## config.mk

```make
export PLATFORM = sky130hd
export DESIGN_NAME = dmem_ctrl
export DESIGN_NICKNAME = d
export VERILOG_FILES = /design/src/rtl/dmem_ctrl.sv
export SDC_FILE = /design/constraint.sdc
export NUM_CORES = 1
export LEC_CHECK = 0
export ABC_AREA = 1
export CELL_PAD_IN_SITES_DETAIL_PLACEMENT = 1
export CELL_PAD_IN_SITES_GLOBAL_PLACEMENT = 2
export CORE_MARGIN = 2
export CORE_UTILIZATION = 23
export CTS_CLUSTER_SIZE = 30
export DETAILED_ROUTE_END_ITERATION = 10
export HOLD_SLACK_MARGIN = 0.08
export PLACE_DENSITY = 0.92
export SYNTH_ARGS = -nofsm -noshare
export SYNTH_HDL_FRONTEND = slang
export SYNTH_SLANG_ARGS = --single-unit
```

## constraint.sdc

```tcl
create_clock -name clk -period 2.8 [get_ports clk]
set_input_delay 0.56 -clock clk [delete_from_list [all_inputs] [get_ports clk]]
set_output_delay 0.56 -clock clk [all_outputs]
set_load 0.05 [all_outputs]
```

## src/rtl/dmem_ctrl.sv

```systemverilog
`default_nettype none
// ============================================================================
// Module  : dmem_ctrl
// Brief   : Data-memory controller between the MEM stage and a variable-latency
//           backing RAM (req/ack), with pipeline stall and fault reporting.
// Rev     : 1.0  initial release
// ============================================================================
module dmem_ctrl #(
  parameter int N       = 64,
  parameter int AW      = 9,
  parameter int TIMEOUT = 255
) (
  input  logic          clk,
  input  logic          reset,
  input  logic [N-1:0]  DM_addr,
  input  logic [N-1:0]  DM_writeData,
  input  logic          DM_writeEnable,
  input  logic          DM_readEnable,
  output logic [N-1:0]  DM_readData,
  output logic          stall,
  output logic          fault,
  output logic          mem_req,
  output logic          mem_we,
  output logic [AW-1:0] mem_addr,
  output logic [N-1:0]  mem_wdata,
  input  logic          mem_ack,
  input  logic [N-1:0]  mem_rdata
);

  typedef enum logic [1:0] {
    IDLE = 2'd0,
    REQ  = 2'd1,
    DONE = 2'd2
  } state_t;

  localparam logic [7:0] C_COUNT_LAST = 8'(TIMEOUT - 1);

  state_t        r_state;
  state_t        w_nextState;
  logic [AW-1:0] r_memAddr;
  logic [N-1:0]  r_memWdata;
  logic [N-1:0]  r_readData;
  logic          r_memWe;
  logic          r_timeout;
  logic [7:0]    r_count;

  logic w_valid;
  logic w_illegal;
  logic w_launch;
  logic w_expire;
  logic w_stall;
  logic w_fault;
  logic w_unusedBits;

  assign w_valid   = DM_readEnable | DM_writeEnable;
  assign w_illegal = w_valid & ((DM_addr[2:0] != 3'b000) | (DM_readEnable & DM_writeEnable));
  assign w_launch  = w_valid & ~w_illegal;
  assign w_expire  = ~mem_ack & (r_count == C_COUNT_LAST);

  // Upper address bits are deliberately dropped: the word address wraps.
  assign w_unusedBits = &{1'b0, DM_addr[N-1:AW+3]};

  always_comb begin
    w_nextState = r_state;
    w_stall     = 1'b0;
    w_fault     = 1'b0;
    case (r_state)
      IDLE: begin
        if (w_launch) begin
          w_nextState = REQ;
          w_stall     = 1'b1;
        end else if (w_illegal) begin
          w_fault     = 1'b1;
        end
      end
      REQ: begin
        w_stall = 1'b1;
        if (mem_ack || w_expire) begin
          w_nextState = DONE;
        end
      end
      DONE: begin
        w_fault     = r_timeout;
        w_nextState = IDLE;
      end
      default: begin
        w_nextState = IDLE;
      end
    endcase
  end

  always_ff @(posedge clk or negedge reset) begin
    if (!reset) begin
      r_state    <= IDLE;
      r_memAddr  <= '0;
      r_memWdata <= '0;
      r_memWe    <= 1'b0;
      r_readData <= '0;
      r_timeout  <= 1'b0;
      r_count    <= '0;
    end else begin
      r_state <= w_nextState;
      case (r_state)
        IDLE: begin
          if (w_launch) begin
            r_memAddr  <= DM_addr[AW+2:3];
            r_memWdata <= DM_writeData;
            r_memWe    <= DM_writeEnable;
            r_count    <= '0;
          end
        end
        REQ: begin
          r_count <= r_count + 8'd1;
          // An ack in the final allowed cycle still completes the access.
          if (mem_ack) begin
            if (!r_memWe) r_readData <= mem_rdata;
          end else if (w_expire) begin
            r_timeout <= 1'b1;
            if (!r_memWe) r_readData <= '0;
          end
        end
        DONE: begin
          r_timeout <= 1'b0;
        end
        default: begin
          r_timeout <= 1'b0;
        end
      endcase
    end
  end

  // Qualified by reset so an asserted reset silences the pipeline controls at once.
  assign stall       = reset & w_stall;
  assign fault       = reset & w_fault;
  assign mem_req     = (r_state == REQ);
  assign mem_we      = r_memWe;
  assign mem_addr    = r_memAddr;
  assign mem_wdata   = r_memWdata;
  assign DM_readData = r_readData;

endmodule
`default_nettype wire

```

# After elaboration in Yosys (flattened, before gate mapping)
# Cells that the tools add are included.
dict set report totals {
  out_inout_bits 141
  input_bits 197
  wordCells 54
  reg_bits 149
}
dict set report op_classes {
  bitwise 12
  n_eq_ne 7
  addsub 1
  reduce_logical 10
  muxes 17
}
# operator n
set ops {}
lappend ops {{two-way mux 64 bit} 4}
lappend ops {{one-hot mux 8 bit (2 select lines)} 1}
lappend ops {{adder 8 x 1 -> 8 bit (second input constant)} 1}
lappend ops {{== test 8 bit (second input constant)} 1}
lappend ops {{two-way mux 8 bit} 1}
lappend ops {{bitwise AND 1 bit} 6}
lappend ops {{one-hot mux 1 bit (2 select lines)} 3}
lappend ops {{AND reduction 2 bit} 3}
lappend ops {{AND reduction 3 bit} 2}
lappend ops {{two-way mux 1 bit} 5}
lappend ops {{two-way mux 2 bit} 2}
lappend ops {{!= test 2 x 1 -> 1 bit (second input constant)} 2}
lappend ops {{!= test 2 bit (second input constant)} 2}
lappend ops {{inverter 1 bit} 4}
lappend ops {{one-hot mux 2 bit (2 select lines)} 1}
lappend ops {{nonzero test 2 bit} 2}
lappend ops {{nonzero test 3 bit} 1}
lappend ops {{== test 2 x 1 -> 1 bit (second input constant)} 1}
lappend ops {{== test 2 bit (second input constant)} 1}
lappend ops {{zero test 2 bit} 1}
lappend ops {{OR 1 bit} 2}
lappend ops {{logical OR 1 bit} 1}

# Depth between registers and ports, before layout
dict set report depth {
  word_depth 8
  ltp_mapped 10
  mapped_depth_nobuf 9
}

# Least setup slack after synthesis
# Ideal clock, no wire load.
dict set report synth_timing {
  path_type {input -> output}
  start {in DM_addr[0]}
  end {out fault}
  setup_slack_ps 297
  path_stages 4
  t_arrival_ps 1943
  n_path_buf 0
  required_ps 2240
  path_cell_list {inv_1 > nand4_1 > nand3_1 > a21boi_0}
}
dict set report synth_between {
  elab_chain_cells 8
  elab_cells_between_ends 9
  cone_classes {mux: 3; bitwise: 5; reduce/logical: 1}
}
# element line_no
set synth_lines {}
lappend synth_lines {{start, declared} 15} ;# input logic [N-1:0] DM_addr,
lappend synth_lines {{nonzero test 3 bit *} 56} ;# assign w_illegal = w_valid & ((DM_addr[2:0] != 3'b000) | (DM_readEnable & DM_writeEnable));
lappend synth_lines {{OR 1 bit *} 56}
lappend synth_lines {{bitwise AND 1 bit *} 56}
lappend synth_lines {{inverter 1 bit} 57} ;# assign w_launch = w_valid & ~w_illegal;
lappend synth_lines {{bitwise AND 1 bit} 57}
lappend synth_lines {{two-way mux 1 bit *} 69} ;# if (w_launch) begin
lappend synth_lines {{one-hot mux 1 bit (2 select lines) *} 67} ;# case (r_state)
lappend synth_lines {{bitwise AND 1 bit *} 134} ;# assign fault = reset & w_fault;
lappend synth_lines {{end, declared} 21} ;# output logic fault,
# Every way passes the cells marked *; elsewhere a longest branch is shown, timed or not.

# Final worst setup path
dict set report layout_timing {
  start {in reset}
  end {out fault}
}
dict set report layout_between {
  elab_chain_cells 1
}
# element line_no
set layout_lines {}
lappend layout_lines {{start, declared} 14} ;# input logic reset,
lappend layout_lines {{bitwise AND 1 bit} 134}
# No other way between the ends.

==> metrics.md <==
| Metric | Value |
|---|---|
| Worst slew pin tran | `0.761 ns` |
| Max_cap viols | `0` |
| PostCTS Resize Cnt | `0` |
| CTS root buffer | `clkbuf_16` |
| CTS tree | `built` |
| Top Ports | `338` |
| Die width | `168 um` |
| Leak | `4.71 nW` |
| Area of the multi-input gates | `0.00209 mm^2` |
| Syn_nets | `890` |
| Layout Nets | `1162` |
| Finished Cell Area | `0.00987 mm^2` |
| Vias in the first global route | `5970` |
| #FFs+latches synth | `149` |
| Row count | `60` |
| TritonRoute pass-1 iters | `4` |
| Critical-path top delay cell | `dlygate4sd3_1` |
| Worst Setup End Kind | `primary output` |
| Final wirelength | `20900 um` |
| Register area | `0.00373 mm^2` |
| Worst path arrival time | `1.98 ns` |
| Fraction of layout cells with a size suffix above 1 | `0.0615` |
| Sequential share of the synthesized area | `0.601` |
| Gpl congestion | `0.729` |
| Maximum vdd ir drop | `0.333 mV` |
| DIE HEIGHT | `168 um` |
| CTS clk-pin slew, worst paths | `0.06 ns` |
| Initial Util | `0.232` |
| Layout area overhead | `59.0%` |
| Status | `completed` |
| Worst-Skew Late Latency | `0.42 ns` |
| Post-CTS setup buffers | `0` |
| Rel. slew slack | `0.492` |
| Synth Cell Area | `0.00621 mm^2` |
| GRT overflow | `0` |
| CTS buffer count | `17` |
| Max Clock Skew | `0.0139 ns` |
| Maximum fanout along the worst path | `18` |
| Antenna Cells | `0` |
| Crit path buffers/inverters | `3` |
| PnR Total Power | `10.6 mW` |
| CP required | `2.24 ns` |
| Quantity of I/O buffers inserted on ports | `285` |
| Crit path kind | `input pin to primary output` |
| Antenna violations before repair | `0` |
| Final cell count without fillers | `1317` |
| Avg Vias per Cell | `4.35` |
| FILL cells | `3063` |
| Crit start category | `input pin` |
| Setup Viol. Count Final | `0` |
| Cell count after synthesis | `691` |
| Main synth FF type | `dfrtp_1` |
| DR DRC count | `0` |
| DP Cell Count | `1284` |
| Setup TNS | `0 ns` |
| Final hold violations | `0` |
| Dpl cell area | `0.00931 mm^2` |
| Global-route wire length before repair | `33700 um` |
| Core Footprint | `0.0267 mm^2` |
| Commonest non-fill, non-tap cell in the layout | `nand2_1` |
| CP delay by family, top | `buffers and inverters` |
| 1st-iter DRT viols | `388` |
| Pwr/cell area | `1070 mW/mm^2` |
| Worst hold slack | `0.468 ns` |
| Routed len/inst | `15.9 um` |
| Critical path, cell by cell | `dlygate4sd3_1, buf_6, a21boi_0, buf_12` |
| Fin crit period | `2.54 ns` |
| Avg Inst Size Synth | `8.98 um^2` |
| Post-synth EDFFs | `0` |
| Fmax achieved | `0.394 GHz` |
| Synth cell types | `26` |
| Largest net degree at the start of global routing | `111` |
| Hold crit path type | `flop to flop` |
| DR vias | `5728` |
| Number of antenna-violating nets in the routed design | `0` |
| Post-route clock period utilization | `0.906` |
| Final slew viol count | `0` |
| # clock sinks | `149` |
| Max Root-Sink Buffers | `2` |
| Yosys warning count | `0` |
| Die area | `0.0283 mm^2` |
| Most frequent cells in the layout | `365 x nand2_1, 280 x clkdlybuf4s50_1, 149 x dfrtp_1` |
| CTS Hold Buffers Added | `1` |
| Async set-reset flop share out of synthesis | `1.00` |
| All-Layer GR Usage | `0.151` |
| Crit path largest cell delay | `0.59 ns` |
| Unrepaired setup endpoints after global routing | `no` |
| H-tree depth | `4` |
| DP HPWL | `14000 um` |
==> cell type report <==
type                            count  share of cell area
Timing Repair Buffer              297               0.304
Sequential cell                   149               0.378
Clock inverter                     13              0.0123
Clock buffer                       19              0.0439
Multi-Input combinational cell    479               0.212
Inverter                           19             0.00723
Tap cell                          341              0.0432
==> cell families after synthesis <==
logic type | synth area share
AOI/OAI and AO/OA | 0.0101
adders and majority gates | 0.00403
buffers and inverters | 0.0625
DFF | 0.601
and+or+nand+nor | 0.323
==> routing by layer <==
metal	wire [um]	global-route usage	share of wire
met1	9310	0.194	0.44
met2	9590	0.238	0.46
met3	1780	0.0574	0.085
met4	265	0.0401	0.013
met5	0	0	0
==> registers in the layout (all words and copies together) (netlist names) <==
signal and count:
DM_readData 64, mem_addr 9, mem_wdata 64, mem_we 1
r_count 8, r_state 2, r_timeout 1
==> cell usage after synthesis (3+ instances only) <==
cell / instances / area (um^2)
nor2_1: 5 / 18.8
nand2_1: 365 / 1370
clkbuf_1: 12 / 45.0
nand2_2: 4 / 25.0
o21ai_0: 4 / 20.0
a21oi_1: 3 / 15.0
nor2_4: 4 / 45.0
nand3_1: 15 / 75.1
inv_1: 18 / 67.6
buf_2: 13 / 65.1
nand4_1: 67 / 419
dfrtp_1: 149 / 3730
buf_6: 18 / 203
==> worst register-to-register path, delay by kind of cell (launching register included) <==
kind | cells | cell delay, ns
fa+ha+maj | 1 | 0.20
buf+inv | 2 | 0.65
flops | 1 | 0.40
simple gates | 7 | 0.62
==> path summary, 6_finish.rpt <==
kind | endpoint | slack (ns) | depth (start not counted) | from
worst max-delay path | fault | 0.26 | 4 | reset
worst min-delay path | mem_wdata[59] | 0.47 | 2 | mem_wdata[59]
worst max register to register | DM_readData[22] | 0.89 | 10 | r_count[0]
worst min register to register | mem_wdata[59] | 0.47 | 2 | mem_wdata[59]
max in group asynchronous | r_count[6] | 1.25 | 3 | reset
min in group asynchronous | mem_wdata[58] | 0.61 | 2 | reset
==> where the power goes <==
| part | internal [mW] | switching, mW |
|---|---|---|
| Combinational | 1.62 | 3.46 |
| Clock | 1.24 | 0.986 |
| Sequential | 2.87 | 0.413 |
==> per-stage QoR <==
stage          setup slack [ns]   util
3_5_place_dp              0.268  0.348
4_1_cts                   0.252  0.369
6_report                  0.263  0.369
2_1_floorplan             0.297      -
3_3_place_gp              0.328  0.348
5_1_grt                   0.172  0.369
Note: power is estimated with default switching activity, not from simulation.
